===== config.mk =====
export PLATFORM = sky130hd
export DESIGN_NAME = serial_rx_flat
export DESIGN_NICKNAME = d
export VERILOG_FILES = /design/src/rtl/serial_rx_if.sv /design/src/rtl/serial_rx.sv /design/src/flat_wrapper.sv
export SDC_FILE = /design/constraint.sdc
export NUM_CORES = 1
export LEC_CHECK = 0
export BUFFER_PORTS_ARGS = -buffer_cell sky130_fd_sc_hd__buf_2
export CAP_MARGIN = 20
export CELL_PAD_IN_SITES_DETAIL_PLACEMENT = 0
export CELL_PAD_IN_SITES_GLOBAL_PLACEMENT = 2
export CORE_MARGIN = 2
export CORE_UTILIZATION = 36
export CTS_BUF_LIST = sky130_fd_sc_hd__clkbuf_4 sky130_fd_sc_hd__clkbuf_8
export CTS_CLUSTER_SIZE = 12
export DETAILED_ROUTE_END_ITERATION = 10
export PLACE_DENSITY_LB_ADDON = 0.08
export SYNTH_ARGS = -nofsm -noshare
export SYNTH_HDL_FRONTEND = slang
export SYNTH_SLANG_ARGS = --single-unit

===== constraint.sdc =====
create_clock -name clk -period 2.8 [get_ports clk]
set_input_delay 0.28 -clock clk [delete_from_list [all_inputs] [get_ports clk]]
set_output_delay 0.28 -clock clk [all_outputs]
set_load 0.05 [all_outputs]

===== src/rtl/serial_rx_if.sv =====
// Link-side bundle for the serial receiver: the incoming bit stream with its
// qualifiers, plus the reassembled word and status flags going back out.
interface serial_rx_if #(
    parameter int WIDTH = 16
);
    localparam int CW = $clog2(WIDTH) + 1;

    logic             in;
    logic             in_valid;
    logic             frame_start;
    logic [WIDTH-1:0] out;
    logic             out_valid;
    logic             busy;
    logic             frame_err;
    logic [CW-1:0]    bit_count;

    // Driver side: the link/transmitter feeding bits and watching results.
    modport master (
        output in, in_valid, frame_start,
        input  out, out_valid, busy, frame_err, bit_count
    );

    // Receiver side.
    modport slave (
        input  in, in_valid, frame_start,
        output out, out_valid, busy, frame_err, bit_count
    );
endinterface


===== src/rtl/serial_rx.sv =====
// Serial link receiver: reassembles an MSB-first bit stream into WIDTH-bit
// words. frame_start marks bit 0 of a word; a frame_start arriving mid-word
// resyncs onto the new word and flags the discarded partial word. An optional
// stall timeout aborts words whose transmitter went quiet.
module serial_rx #(
    parameter int WIDTH   = 16,
    parameter int TIMEOUT = 0
) (
    input logic        clk,
    input logic        reset,
    serial_rx_if.slave bus
);
    localparam int CW = $clog2(WIDTH) + 1;
    // Counter only has to reach TIMEOUT; it is cleared on reaching it.
    localparam int SW = (TIMEOUT > 0) ? $clog2(TIMEOUT + 1) : 1;

    typedef enum logic {
        IDLE  = 1'b0,
        SHIFT = 1'b1
    } state_t;

    state_t           state_q, state_d;
    logic [WIDTH-1:0] shift_q, shift_d;
    logic [CW-1:0]    cnt_q, cnt_d;
    logic [SW-1:0]    stall_q, stall_d, stall_inc;
    logic [WIDTH-1:0] out_q, out_d;
    logic             ov_q, ov_d;
    logic             fe_q, fe_d;

    // State and datapath registers; reset drops any partial word silently.
    always_ff @(posedge clk) begin
        if (reset) begin
            state_q <= IDLE;
            shift_q <= '0;
            cnt_q   <= '0;
            stall_q <= '0;
            out_q   <= '0;
            ov_q    <= 1'b0;
            fe_q    <= 1'b0;
        end else begin
            state_q <= state_d;
            shift_q <= shift_d;
            cnt_q   <= cnt_d;
            stall_q <= stall_d;
            out_q   <= out_d;
            ov_q    <= ov_d;
            fe_q    <= fe_d;
        end
    end

    // Next-state logic: accept/shift bits, complete words, resync and timeout.
    always_comb begin
        state_d   = state_q;
        shift_d   = shift_q;
        cnt_d     = cnt_q;
        stall_d   = stall_q;
        out_d     = out_q;
        ov_d      = 1'b0;
        fe_d      = 1'b0;
        stall_inc = stall_q + SW'(1);

        case (state_q)
            IDLE: begin
                // Bits without frame_start are line noise between words.
                stall_d = '0;
                if (bus.in_valid && bus.frame_start) begin
                    shift_d = {{(WIDTH-1){1'b0}}, bus.in};
                    cnt_d   = CW'(1);
                    state_d = SHIFT;
                end
            end
            SHIFT: begin
                if (bus.in_valid) begin
                    stall_d = '0;
                    if (bus.frame_start) begin
                        // Resync: drop the partial word, this bit is the new MSB.
                        fe_d    = 1'b1;
                        shift_d = {{(WIDTH-1){1'b0}}, bus.in};
                        cnt_d   = CW'(1);
                    end else begin
                        shift_d = {shift_q[WIDTH-2:0], bus.in};
                        if (cnt_q == CW'(WIDTH - 1)) begin
                            // Last bit: publish on this same edge so the next
                            // frame_start can follow with no gap.
                            out_d   = shift_d;
                            ov_d    = 1'b1;
                            cnt_d   = '0;
                            state_d = IDLE;
                        end else begin
                            cnt_d = cnt_q + CW'(1);
                        end
                    end
                end else if (TIMEOUT > 0) begin
                    if (stall_inc == SW'(TIMEOUT)) begin
                        fe_d    = 1'b1;
                        cnt_d   = '0;
                        stall_d = '0;
                        state_d = IDLE;
                    end else begin
                        stall_d = stall_inc;
                    end
                end
            end
            default: state_d = IDLE;
        endcase
    end

    assign bus.out       = out_q;
    assign bus.out_valid = ov_q;
    assign bus.frame_err = fe_q;
    assign bus.bit_count = cnt_q;
    assign bus.busy      = (state_q == SHIFT);

endmodule


===== src/flat_wrapper.sv =====
// flat-port wrapper written by rule: the top's interface ports become plain ports
module serial_rx_flat 
#(
    parameter int WIDTH   = 16,
    parameter int TIMEOUT = 0
)
  (clk, reset, bus_in, bus_in_valid, bus_frame_start, bus_out, bus_out_valid, bus_busy, bus_frame_err, bus_bit_count);
  serial_rx_if #(.WIDTH(WIDTH)) bus_i ();
  input logic clk;
  input logic reset;
  input wire logic [$bits(bus_i.in)-1:0] bus_in;
  input wire logic [$bits(bus_i.in_valid)-1:0] bus_in_valid;
  input wire logic [$bits(bus_i.frame_start)-1:0] bus_frame_start;
  output wire logic [$bits(bus_i.out)-1:0] bus_out;
  output wire logic [$bits(bus_i.out_valid)-1:0] bus_out_valid;
  output wire logic [$bits(bus_i.busy)-1:0] bus_busy;
  output wire logic [$bits(bus_i.frame_err)-1:0] bus_frame_err;
  output wire logic [$bits(bus_i.bit_count)-1:0] bus_bit_count;
  assign bus_i.in = bus_in;
  assign bus_i.in_valid = bus_in_valid;
  assign bus_i.frame_start = bus_frame_start;
  assign bus_out = bus_i.out;
  assign bus_out_valid = bus_i.out_valid;
  assign bus_busy = bus_i.busy;
  assign bus_frame_err = bus_i.frame_err;
  assign bus_bit_count = bus_i.bit_count;
  serial_rx #(.WIDTH(WIDTH), .TIMEOUT(TIMEOUT)) u_core (.clk(clk), .reset(reset), .bus(bus_i));
endmodule

==> metrics.yaml <==
outcome:
  run_status: "finished, final reports clean"
worst_setup_path:
  setup.worst_path.end_class: "register"
  worst_path_maximum_fanout: 16
  beginning_of_the_critical_path: "u_core.bus.bit_count[0]"
  rr_startpoint: "u_core.bus.bit_count[0]"
  worstSetupPathType: "register to register"
  start_kind: "register"
  cp-endpoint: "u_core.bus.out[4]"
  rr_worst_depth: 4
  timing.critical_path.arrival_ps: 1890
  timing.critical_path.required_ps: 3010
  register_to_register_setup_slack_ps: 1110
  reg2reg_to: "u_core.bus.out[4]"
synth:
  synth-warning-count: 0
  mappedNetlistNets: 167
  synth_adder_area_share: 0.00848
  synth_area_in_compound_gates: 0.222
  synth_common_cells: "39 x sky130_fd_sc_hd__dfxtp_1, 18 x sky130_fd_sc_hd__a21oi_1, 17 x sky130_fd_sc_hd__nand3_1, 17 x sky130_fd_sc_hd__nor2_1, 16 x sky130_fd_sc_hd__o21ai_0"
  netlist.top_cell.by_area: "sky130_fd_sc_hd__dfxtp_1"
  synth-xor-area-share: 0
  async_flop_share: 0
  dominant_cells_by_area_after_synthesis: "sky130_fd_sc_hd__dfxtp_1 53%, sky130_fd_sc_hd__a22oi_1 7.1%, sky130_fd_sc_hd__a21oi_1 6.1%, sky130_fd_sc_hd__nand3_1 5.8%, sky130_fd_sc_hd__o21ai_0 5.4%"
  post_synth_mux_area_share: 0.00679
  netlist_instances: 161
  netlist_area_sq_um: 1480
  syn_area_per_cell_sq_um: 9.16
  synthFlopType: "sky130_fd_sc_hd__dfxtp_1"
  yosys_register_bits: 39
  synth_top_family_by_area: "compound AO/OA/AOI/OAI gates"
  synth_largest_type_area_fraction: 0.529
  synthMostInstantiatedCell: "sky130_fd_sc_hd__dfxtp_1"
  post_synth_and_or_nand_nor_area_fraction: 0.170
  synth_edf_count: 0
  synth_cell_type_count: 30
  sequential_area_share_after_synthesis: 0.529
global_routing:
  wire_length_of_the_first_global_routing_pass_mm: 5.34
  number_of_antenna_violations_at_the_first_check_in_global_routing: 0
  grt_start_max_net_pins: 40
  track_usage: 0.157
  grt_overflow_total: 0
  via_count_of_the_first_global_routing_pass: 1074
worst_hold_path:
  timing.hold.worst.class: "input port to register"
cells_and_area:
  final_cells: 235
  antenna_cells: 0
  post_route_cells_drive_above_1_share: 0.216
  synthesis_to_layout_area_growth_pct: 16.5
  num-nets-final: 190
clocking:
  clk_latency_ps: 290
  cts.hold.buffers_added: 0
  postCtsSetupBuffers: 0
  cts_resized: 0
  htree_num_levels: 2
  cts.sinks: 39
  tritoncts: "yes"
  cts.reportedPaths.clkPinSlew_ps: 80
  cts_buffers: 5
  clock_path_buffers: 2
  root_buffer: "sky130_fd_sc_hd__clkbuf_8"
timing:
  worst_slack_ps: 1110
  final.period_utilization: 0.602
  skew_ps: 12.2
  timing.max_slew.rel_slack: 0.449
  setup_repair_after_global_routing_missed_its_margin: "no"
  period_minus_slack_ps: 1690
  worst-slew-pin-transition_ps: 827
  report.final.hold_viol_count: 0
  setup_tns_ps: 0
  setup_viol: 0
  whs_ps: 258
  slew_viol_final: 0
  fmax_ghz: 0.593
die:
  design.core.area_sq_um: 3970
  die_h_um: 68.0
  floorplan.rows: 23
  io_pins: 29
  start_util: 0.371
  total_die_area_sq_um: 4630
  die_x_um: 68.0
detailed_routing:
  drt_wl_total_mm: 3.35
  remaining_drc_errors: 0
  drt_first_pass_iters: 4
  drtIter0Drc: 117
  drtAntennaViolNets: 0
  avgRoutedWirePerCell_um: 14.3
  detailroute.via_count: 1221
  route.detailed.vias_per_inst: 5.20
power_and_ir_drop:
  power_frac_seq: 0.523
  combinationalPowerShare: 0.045
  internal_power_mw: 0.834
  power.density_nw_per_um2: 625
  switching_power_mw: 0.241
  swShare: 0.224
  power.leakage_nw: 0.673
  power.share.clock: 0.432
  ir_drop_worst_vdd_uv: 318
placed_design:
  preCtsSetupSlack_ps: 1130
  numPortBuffers: 28
  gp_routability_congestion: 0.731
  dp.cells: 227
  dp.final_hpwl_mm: 1.99
flow_run:
  drv_cap: 0
## cell type report
cell class / instances / area, sq um
inverter: 2 / 7.51
fill: 405 / 2250
clock buffer: 5 / 68.8
multi-input combinational: 106 / 601
timing repair buffer: 30 / 155
tap: 50 / 62.6
sequential: 39 / 781
clock inverter: 3 / 43.8
## layer usage
metal	routed length, um	vias to the layer above	global-route usage
li1	-	625	-
met1	1730	571	0.223
met2	1500	25	0.226
met3	126	0	0.0543
met4	0	0	0.0450
met5	0	-	0
## sequential cells by signal, indices dropped and copies added, names as in the netlist
name                  cells
u_core.bus.out           16
u_core.shift_q           15
u_core.bus.bit_count      5
u_core.bus.busy           1
u_core.bus.frame_err      1
u_core.bus.out_valid      1
## worst max-delay path: stages, from the launching register on
cell and delay (ps):
sky130_fd_sc_hd__dfxtp_1 410, sky130_fd_sc_hd__ha_1 240, sky130_fd_sc_hd__and4b_1 640, sky130_fd_sc_hd__nand3_1 160, sky130_fd_sc_hd__a21oi_1 140
## power by group through the flow
stage	combinational, mW	sequential, mW	clock, mW
after floorplan	0.0277	0.583	0
after global placement	0.0480	0.575	0
after detailed placement	0.0481	0.575	0
after CTS	0.0482	0.562	0.479
after global routing	0.0516	0.563	0.507
final	0.0478	0.562	0.464
## stage by stage
step                      cell area, sq um  power (mW)  utilization
after floorplan                       1480       0.611            -
after global placement                1610       0.623        0.405
after detailed placement              1610       0.623        0.405
after CTS                             1720        1.09        0.433
after global routing                  1720        1.12        0.433
final                                 1720        1.07        0.433
## worst min path at each step
stage	startpoint	to	slack (ps)	cells past startpoint
finish	bus_in	u_core.shift_q[0]	260	3
global route	bus_in	u_core.shift_q[0]	250	3
CTS	bus_in	u_core.shift_q[0]	250	3
detailed placement	u_core.shift_q[14]	u_core.bus.out[15]	460	2
global placement	u_core.bus.out[2]	u_core.bus.out[2]	460	2
floorplan	bus_in	u_core.shift_q[0]	420	2
## logic make-up (layout without fill, tap and decap cells)
group / Yosys count / in the layout
muxes: 1 / 1
adders and majority gates: 1 / 1
DFF: 39 / 39
buffers and inverters: 16 / 40
AOI/OAI and AO/OA: 55 / 55
and+or+nand+nor: 49 / 49
## cells in the final DEF (no fill, tap or decap)
cell and count:
sky130_fd_sc_hd__a31oi_1 2, sky130_fd_sc_hd__or3_1 1, sky130_fd_sc_hd__a21oi_1 18, sky130_fd_sc_hd__clkbuf_8 5, sky130_fd_sc_hd__nor2_1 17, sky130_fd_sc_hd__nand4_1 1
sky130_fd_sc_hd__o21ai_0 16, sky130_fd_sc_hd__and4b_1 1, sky130_fd_sc_hd__a32oi_1 1, sky130_fd_sc_hd__buf_4 2, sky130_fd_sc_hd__clkinv_2 1, sky130_fd_sc_hd__buf_2 28
sky130_fd_sc_hd__dfxtp_1 39, sky130_fd_sc_hd__bufinv_16 1, sky130_fd_sc_hd__inv_1 2, sky130_fd_sc_hd__nor3b_1 2, sky130_fd_sc_hd__nand3b_2 1, sky130_fd_sc_hd__a22oi_1 14
sky130_fd_sc_hd__clkinv_4 1, sky130_fd_sc_hd__o21ai_2 1, sky130_fd_sc_hd__a41oi_1 1, sky130_fd_sc_hd__nand2b_1 1, sky130_fd_sc_hd__ha_1 1, sky130_fd_sc_hd__mux2i_1 1
sky130_fd_sc_hd__nand3_1 17, sky130_fd_sc_hd__a311oi_1 1, sky130_fd_sc_hd__nor3_1 1, sky130_fd_sc_hd__nand2_1 4, sky130_fd_sc_hd__nand4b_1 2, sky130_fd_sc_hd__o21ai_1 1
sky130_fd_sc_hd__and3b_1 1
Power figures use the tool's default switching activity.
